<file path="config.mk">
export PLATFORM = sky130hd
export DESIGN_NAME = win_shift_reg_flat
export DESIGN_NICKNAME = d
export VERILOG_FILES = /design/src/rtl/win_pkg.sv /design/src/rtl/win_shift_reg_if.sv /design/src/rtl/win_lane.sv /design/src/rtl/win_shift_reg.sv /design/src/flat_wrapper.sv
export SDC_FILE = /design/constraint.sdc
export NUM_CORES = 1
export LEC_CHECK = 0
export CAP_MARGIN = 40
export CORE_ASPECT_RATIO = 1.1
export CORE_UTILIZATION = 50
export CTS_CLUSTER_DIAMETER = 40
export DETAILED_ROUTE_END_ITERATION = 6
export PLACE_DENSITY_LB_ADDON = 0.3
export SYNTH_ARGS = -nofsm -noshare
export SYNTH_HDL_FRONTEND = slang
export SYNTH_SLANG_ARGS = --single-unit
</file>
<file path="constraint.sdc">
create_clock -name clk -period 2.5 [get_ports clk]
set_input_delay 0.375 -clock clk [delete_from_list [all_inputs] [get_ports clk]]
set_output_delay 0.375 -clock clk [all_outputs]
set_load 0.005 [all_outputs]
</file>
<file path="src/rtl/win_pkg.sv">
// Shared types for the convolution tap-window shift register.
// Shift modes and the fill increment each mode contributes.
package win_pkg;

  typedef enum logic [1:0] {
    SH_HOLD   = 2'd0,
    SH_UP     = 2'd1,
    SH_DOWN   = 2'd2,
    SH_CENTER = 2'd3
  } shift_mode_e;

  function automatic logic [1:0] fill_step(shift_mode_e m);
    case (m)
      SH_UP, SH_DOWN: return 2'd1;
      SH_CENTER:      return 2'd2;
      default:        return 2'd0;
    endcase
  endfunction

endpackage

</file>
<file path="src/rtl/win_shift_reg_if.sv">
// Beat-in / window-out bundle for win_shift_reg.
// master = producer/consumer side, slave = the window register.
interface win_shift_reg_if #(
  parameter int N = 11,
  parameter int B = 8,
  parameter int C = 1
);
  import win_pkg::*;

  localparam int FW = $clog2(N + 1);

  logic                       clr;
  logic                       in_valid;
  logic                       in_ready;
  shift_mode_e                mode;
  logic [C-1:0][B-1:0]        din;
  logic [C-1:0][N-1:0][B-1:0] dout;
  logic [FW-1:0]              fill;
  logic                       out_valid;
  logic                       out_ready;

  modport master (
    output clr, in_valid, mode, din, out_ready,
    input  in_ready, dout, fill, out_valid
  );

  modport slave (
    input  clr, in_valid, mode, din, out_ready,
    output in_ready, dout, fill, out_valid
  );

endinterface

</file>
<file path="src/rtl/win_lane.sv">
// One channel's N-tap shift array; shifts up, down or inward.
// The centre tap belongs to the up half, so odd N drops its old value.
module win_lane
  import win_pkg::*;
#(
  parameter int N = 11,
  parameter int B = 8
) (
  input  logic                clk,
  input  logic                rstn,
  input  logic                clr,
  input  logic                shift_en,
  input  shift_mode_e         mode,
  input  logic [B-1:0]        din,
  output logic [N-1:0][B-1:0] dout
);

  localparam int N2 = (N + 1) / 2;

  logic [N-1:0][B-1:0] nxt;

  always_comb begin
    nxt = dout;
    case (mode)
      SH_UP: begin
        nxt[0] = din;
        for (int k = 1; k < N; k++) nxt[k] = dout[k-1];
      end
      SH_DOWN: begin
        nxt[N-1] = din;
        for (int k = 0; k < N - 1; k++) nxt[k] = dout[k+1];
      end
      SH_CENTER: begin
        for (int k = 1; k < N2; k++) nxt[k] = dout[k-1];
        for (int k = N2; k < N - 1; k++) nxt[k] = dout[k+1];
        nxt[0]   = din;
        nxt[N-1] = din;
      end
      default: ;
    endcase
  end

  always_ff @(posedge clk or negedge rstn) begin
    if (!rstn)         dout <= '0;
    else if (clr)      dout <= '0;
    else if (shift_en) dout <= nxt;
  end

endmodule

</file>
<file path="src/rtl/win_shift_reg.sv">
// Multi-channel tap-window shift register with fill tracking
// and a valid/ready window handshake toward the MAC array.
module win_shift_reg
  import win_pkg::*;
#(
  parameter int N = 11,
  parameter int B = 8,
  parameter int C = 1
) (
  input logic        clk,
  input logic        rstn,
  win_shift_reg_if.slave bus
);

  localparam int FW = $clog2(N + 1);
  localparam logic [FW:0] NF = (FW + 1)'(N);

  logic [C-1:0][N-1:0][B-1:0] taps;
  logic [FW-1:0] fill_q, fill_d;
  logic [FW:0]   base, sum;
  shift_mode_e   last_q;
  logic          valid_q;
  logic          in_ready;
  logic          shift;

  assign in_ready = !valid_q || bus.out_ready;
  assign shift = bus.in_valid && in_ready && (bus.mode != SH_HOLD);

  // A direction change restarts the count from this beat alone.
  always_comb begin
    base   = (bus.mode == last_q) ? {1'b0, fill_q} : '0;
    sum    = base + {{(FW-1){1'b0}}, fill_step(bus.mode)};
    fill_d = (sum >= NF) ? FW'(N) : sum[FW-1:0];
  end

  always_ff @(posedge clk or negedge rstn) begin
    if (!rstn) begin
      fill_q  <= '0;
      last_q  <= SH_HOLD;
      valid_q <= 1'b0;
    end else if (bus.clr) begin
      fill_q  <= '0;
      last_q  <= SH_HOLD;
      valid_q <= 1'b0;
    end else begin
      if (shift) begin
        fill_q <= fill_d;
        last_q <= bus.mode;
      end
      if (shift && fill_d == FW'(N))
        valid_q <= 1'b1;
      else if (valid_q && bus.out_ready)
        valid_q <= 1'b0;
    end
  end

  for (genvar c = 0; c < C; c++) begin : g_lane
    win_lane #(
      .N(N),
      .B(B)
    ) u_lane (
      .clk     (clk),
      .rstn    (rstn),
      .clr     (bus.clr),
      .shift_en(shift),
      .mode    (bus.mode),
      .din     (bus.din[c]),
      .dout    (taps[c])
    );
  end

  assign bus.dout      = taps;
  assign bus.fill      = fill_q;
  assign bus.out_valid = valid_q;
  assign bus.in_ready  = in_ready;

endmodule

</file>
<file path="src/flat_wrapper.sv">
// flat-port wrapper written by rule: the top's interface ports become plain ports
module win_shift_reg_flat import win_pkg::*;
#(
  parameter int N = 11,
  parameter int B = 8,
  parameter int C = 1
)
  (clk, rstn, bus_clr, bus_in_valid, bus_mode, bus_din, bus_out_ready, bus_in_ready, bus_dout, bus_fill, bus_out_valid);
  win_shift_reg_if #(.N(N), .B(B), .C(C)) bus_i ();
  input logic clk;
  input logic rstn;
  input wire logic [$bits(bus_i.clr)-1:0] bus_clr;
  input wire logic [$bits(bus_i.in_valid)-1:0] bus_in_valid;
  input wire logic [$bits(bus_i.mode)-1:0] bus_mode;
  input wire logic [$bits(bus_i.din)-1:0] bus_din;
  input wire logic [$bits(bus_i.out_ready)-1:0] bus_out_ready;
  output wire logic [$bits(bus_i.in_ready)-1:0] bus_in_ready;
  output wire logic [$bits(bus_i.dout)-1:0] bus_dout;
  output wire logic [$bits(bus_i.fill)-1:0] bus_fill;
  output wire logic [$bits(bus_i.out_valid)-1:0] bus_out_valid;
  assign bus_i.clr = bus_clr;
  assign bus_i.in_valid = bus_in_valid;
  assign bus_i.mode = bus_mode;
  assign bus_i.din = bus_din;
  assign bus_i.out_ready = bus_out_ready;
  assign bus_in_ready = bus_i.in_ready;
  assign bus_dout = bus_i.dout;
  assign bus_fill = bus_i.fill;
  assign bus_out_valid = bus_i.out_valid;
  win_shift_reg #(.N(N), .B(B), .C(C)) u_core (.clk(clk), .rstn(rstn), .bus(bus_i));
endmodule
</file>
## Word level (Yosys, flattened, before mapping)

Cells that the tools add are included.

| operators by class | value |
|---|---|
| add/sub/neg operators | 1 |
| magnitude comparators | 1 |
| equal/unequal tests | 5 |
| mux-type cells | 13 |
| reduce and logical (&&, ||, !) cells | 12 |

Operators with widths:

| cell | number |
|---|---|
| $pmux W88 S3 | 1 |
| $mux W88 | 2 |
| $mux W4 | 4 |
| $add A5 B2 Y5 | 1 |
| $ge A5 B4 Y1 const B | 1 |
| $eq A2 B2 Y1 const B | 2 |
| $eq A4 B4 Y1 const B | 1 |
| $logic_and A1 B1 Y1 | 4 |
| $mux W2 | 2 |
| $pmux W2 S2 | 1 |
| $reduce_bool A2 Y1 | 2 |
| $reduce_bool A4 Y1 | 1 |
| $mux W1 | 3 |
| $reduce_bool A3 Y1 | 1 |
| $eq A2 B1 Y1 const B | 1 |
| $eq A2 B2 Y1 | 1 |
| $reduce_and A2 Y1 | 1 |
| $reduce_or A2 Y1 | 1 |
| $logic_not A1 Y1 | 1 |
| $logic_or A1 B1 Y1 | 1 |

| storage, ports and cells | value |
|---|---|
| flip-flop bits (word level) | 95 |
| input bits | 15 |
| word-level logic and storage cells | 46 |

## Depth between registers and ports, before layout

| logic depth | value |
|---|---|
| depth after elaboration | 10 |
| depth in mapped cells | 9 |
| mapped depth without buffers | 9 |

## Modules after synthesis

From an unflattened synthesis, not the netlist that was laid out.

| unflattened totals | value |
|---|---|
| cells, all modules | 352 |
| area, all modules | 4750.8 um^2 |

By module, submodules not included:

| module | times used | cells each | area each (um^2) |
|---|---|---|---|
| win_lane | 1 | 298 | 4211.5 |
| win_shift_reg | 1 | 54 | 539.3 |

## Worst setup path after synthesis

No wires, ideal clock.

| path | value |
|---|---|
| kind | input port to flip-flop |
| start point | in bus_mode[1] |
| end point | reg u_core.fill_q[0] (netlist: u_core.bus.fill[0]) |
| library setup time | 83 ps |
| arrival time | 2120 ps |
| required time | 2417 ps |
| path slack | 297 ps |
| stages on the path | 9 |
| cells stage by stage | xor2_1 nor2_1 and2_1 ha_1 fa_1 mux2i_1 a2111oi_0 nand3b_1 o21ai_0 |

| on the way | value |
|---|---|
| longest elaborated chain between the ends | 8 |
| elaborated cells on any way between the ends | 15 |

RTL lines:

| element | line | source |
|---|---|---|
| start: declaration | flat_wrapper.sv:14 | `input wire logic [$bits(bus_i.mode)-1:0] bus_mode;` |
| $eq A2 B1 Y1 or $eq A2 B2 Y1 (tied branches) | win_pkg.sv:13 | `case (m)` |
| $reduce_or A2 Y1 | win_pkg.sv:13 |  |
| $pmux W2 S2 | win_pkg.sv:13 |  |
| $add A5 B2 Y5 | win_shift_reg.sv:32 | `sum = base + {{(FW-1){1'b0}}, fill_step(bus.mode)};` |
| $ge A5 B4 Y1 | win_shift_reg.sv:33 | `fill_d = (sum >= NF) ? FW'(N) : sum[FW-1:0];` |
| $mux W4 | win_shift_reg.sv:33 |  |
| $mux W4 | win_shift_reg.sv:46 | `if (shift) begin` |
| $mux W4 | win_shift_reg.sv:41 | `end else if (bus.clr) begin` |
| end signal: assignment | win_shift_reg.sv:47 | `fill_q <= fill_d;` |
| end: declaration | win_shift_reg.sv:19 | `logic [FW-1:0] fill_q, fill_d;` |

Parallel ways exist; a longest one is shown, timed or not. The select of a mux whose other input is x is not followed.
A chain may end at the register's enable or synchronous reset.

## Worst setup path in the final report

| path | value |
|---|---|
| start point | reg u_core.last_q[1] |
| end point | reg u_core.fill_q[0] (netlist: u_core.bus.fill[0]) |

| on the way | value |
|---|---|
| longest elaborated chain between the ends | 7 |

RTL lines:

| element | line | source |
|---|---|---|
| start: declaration | win_shift_reg.sv:21 | `shift_mode_e last_q;` |
| start signal: assignment | win_shift_reg.sv:48 | `last_q <= bus.mode;` |
| $eq A2 B2 Y1 * | win_shift_reg.sv:31 | `base = (bus.mode == last_q) ? {1'b0, fill_q} : '0;` |
| $mux W4 * | win_shift_reg.sv:31 |  |
| $add A5 B2 Y5 * | win_shift_reg.sv:32 |  |
| $ge A5 B4 Y1 | win_shift_reg.sv:33 |  |
| $mux W4 * | win_shift_reg.sv:33 |  |
| $mux W4 * | win_shift_reg.sv:46 |  |
| $mux W4 * | win_shift_reg.sv:41 |  |

Every way passes the cells marked *; elsewhere a longest branch is shown, timed or not. The select of a mux whose other input is x is not followed.

==> summary.txt <==
Run status
  – Status: complete, no violations

CTS
  – Clk buf depth: 2
  – Num CTS Buffers: 9
  – Skew-Pair Late Insertion Delay: about 350 ps
  – Clock Pin Slew Worst Setup and Hold Paths: approximately 90 ps
  – TritonCTS clock tree: yes
  – Hold_buf cts: 0
  – H-tree depth: 3
  – Root buf cell: clkbuf_8
  – CTS sink cnt: 95

Logic synthesis
  – Post-Synthesis Cells: about 500
  – Avg Cell Area, Syn: about 9.5 µm²
  – Netlist cell types: 31
  – Prevailing post-synth register cell: dfrtp_1
  – Share of the synthesized area in the top cell type: approximately half
  – Post-synth EDFFs: 0
  – Flops & latches, synth: 95
  – Synth Cell Area: roughly 0.0047 mm²
  – Syn. warnings: 0
  – Synth cell count leaders: 95 x dfrtp_1, 95 x nor2_1, 48 x a211oi_1, 48 x a22oi_1, 43 x o21ai_0
  – Net Count, Synth: 522
  – Sequential area share after synthesis: about half
  – Async set-reset flop share out of synthesis: 100%
  – Area contributors post-synth: dfrtp_1 50%, a211oi_1 7.6%, a22oi_1 7.6%
  – Post-synth top area cell: dfrtp_1

GRT
  – Initial antenna violation count: 0
  – Largest net degree at the start of global routing: between 80 and 90
  – Total grt overflow: 0
  – Global-route wire length before repair: 22.2 mm
  – GR Util All Layers: between 20% and 30%
  – Vias in the first global route: 4186

Timing
  – RSZ-0062 raised after global routing: false
  – Hold_ws: 2.68 ps
  – Worst slew margin: 60.2%
  – Final setup fails: 0
  – Clock skew: between 7 and 8 ps
  – Hold Violations, Final: 0
  – Tightest Pin Transition: roughly 600 ps
  – Final min period: between 2000 and 2500 ps
  – Max Transition Viols Final: 0
  – Max Fclk: between 400 and 500 MHz
  – Part of the cycle the worst path needs: between 90% and 100%

Die
  – I/O pin count: 109
  – Core ar.: between 0.009 and 0.01 mm²
  – Die Width: 94.8 µm
  – # rows: 36
  – Initial core utilization: 52.6%
  – Die ar.: 0.00987 mm²
  – Chip height: about 100 µm

Place
  – Total placed cells including tap cells: roughly 700
  – Placed inst area: 0.00607 mm²
  – Placer Congestion: 0.838
  – Port Buffers: approximately 110
  – Hpwl dp: between 9 and 10 mm

Route
  – M1 WL: 5.83 mm
  – Met2 wire len: 6.83 mm
  – Top Layer Used: met4
  – Vias post-DR: approximately 4600
  – WL met3: 1.01 mm
  – ANT nets after route: 0
  – DR DRC count: 0
  – WL final: between 10 and 15 mm
  – TritonRoute pass-1 iters: 6
  – Initial DRC count: between 300 and 400
  – WL/cell: 19.7 µm
  – Routed vias/inst: roughly 6.4

Cells and area
  – # fillers: around 700
  – Non-Filler Instances: 717
  – Layout cell share with drive strength beyond 1: under 10%
  – Design area: about 0.0063 mm²
  – Number of nets in the layout: just over 600
  – Synth-to-layout area growth: 33.5%
  – FF/Latch Area: about 0.0024 mm²
  – Antenna Cells: 0
  – Multi-input logic area: roughly 0.0021 mm²

Min path
  – Worst hold-check path type: in -> async

Power and ir drop
  – Static Leakage: roughly 2.5 nW
  – VDD IR max: 351 µV
  – Cell Pwr Density: ~590 mW/mm²

Setup path
  – Data arrival time of the worst path: roughly 2600 ps
  – Critical Path Fanout Max: 3
  – Worst Setup Path Type: reg -> reg
  – Startpoint Class: flip-flop
  – CP endpoint kind: flip-flop
  – Worst path required time: 2780 ps

Flow run
  – Total of max-cap violations: 0
==> timing repair <==
action	4_1_cts	5_1_grt
setup buffers	0	0
pin swaps	2	0
endpoints found under the setup margin	4	4
gates cloned	0	0
gates resized for setup	5	3
==> layer usage <==
layer	track usage, %	vias up
met4	11.6	0
met1	39.8	2299
li1	-	2059
met5	0	-
met3	6.21	41
met2	44.8	204
==> metrics by stage <==
stage	util (%)	setup WS (ps)	total power, W	setup TNS [ps]
6_report	70.2	156	0.00376	0
3_5_place_dp	67.4	-513	0.00265	-3220
3_3_place_gp	67.4	-290	0.00261	-1160
2_1_floorplan	-	297	0.00217	0
5_1_grt	70.2	72.5	0.00391	0
4_1_cts	70.0	7.36	0.00376	0
==> state kept, by name, indices dropped and copies added (netlist names) <==
signal                     cells
u_core.bus.fill                4
u_core.bus.out_valid           1
u_core.g_lane.u_lane.dout     88
u_core.last_q                  2
==> cells in the final DEF (no fill, tap or decap), drive strengths merged, types with 2 or more instances in the layout <==
cell type | Yosys | final
a311oi | 41 | 41
buf | 24 | 33
a21oi | 3 | 3
nand2b | 3 | 3
bufinv | 0 | 2
nand2 | 42 | 42
ha | 5 | 5
a22oi | 48 | 48
nor2 | 95 | 95
mux2i | 4 | 4
nor3 | 4 | 4
nor2b | 2 | 2
clkinv | 0 | 2
and2 | 2 | 2
inv | 3 | 3
o21ai | 43 | 43
xor2 | 2 | 2
a211oi | 48 | 48
dfrtp | 95 | 95
clkdlybuf4s50 | 0 | 104
clkbuf | 29 | 11
==> layout make-up <==
class / instances / share of cell area, %
sequential: 95 / 37.6
multi-input combinational: 350 / 33.8
timing repair buffer: 139 / 22.7
tap: 114 / 2.26
clock buffer: 11 / 2.24
clock inverter: 5 / 1.29
inverter: 3 / 0.178
==> power breakdown <==
| group | internal [W] | switching (W) | leakage [nW] | total [W] |
|---|---|---|---|---|
| clock | 0.000592 | 0.000538 | 0.110 | 0.00113 |
| sequential | 0.00165 | 0.000156 | 1.28 | 0.00181 |
| combinational | 0.000423 | 0.000395 | 1.08 | 0.000818 |
==> cell families after synthesis <==
kind of cell	share of synthesized area, %
muxes	0.845
xor gates and xnor gates	0.555
and+or+nand+nor	12.9
buffers and inverters	5.47
DFF	50.2
adders and majority gates	1.74
AOI/OAI and AO/OA	28.3
==> critical path: stages (launching register included) <==
cell and delay (ps):
dfrtp_1 430, xor2_2 200, nor2_1 80, and2_1 150, ha_1 210, fa_2 540, nand2_1 80, a2111oi_2 320
nand3b_1 160, o21ai_0 100
==> path summary, 6_finish.rpt <==
kind                                                         end  slack [ps]                        startpoint  depth (start not counted)
worst max-delay path                          u_core.bus.fill[0]         160                  u_core.last_q[1]                          9
worst min register to register  u_core.g_lane[0].u_lane.dout[84]         590  u_core.g_lane[0].u_lane.dout[84]                          2
worst max register to register                u_core.bus.fill[0]         160                  u_core.last_q[1]                          9
max in group asynchronous       u_core.g_lane[0].u_lane.dout[60]        1860                              rstn                          2
min in group clk                              u_core.bus.fill[2]         330                           bus_clr                          2
worst min-delay path                        u_core.bus.out_valid           3                              rstn                          1
(Power assumes the default switching activity.)
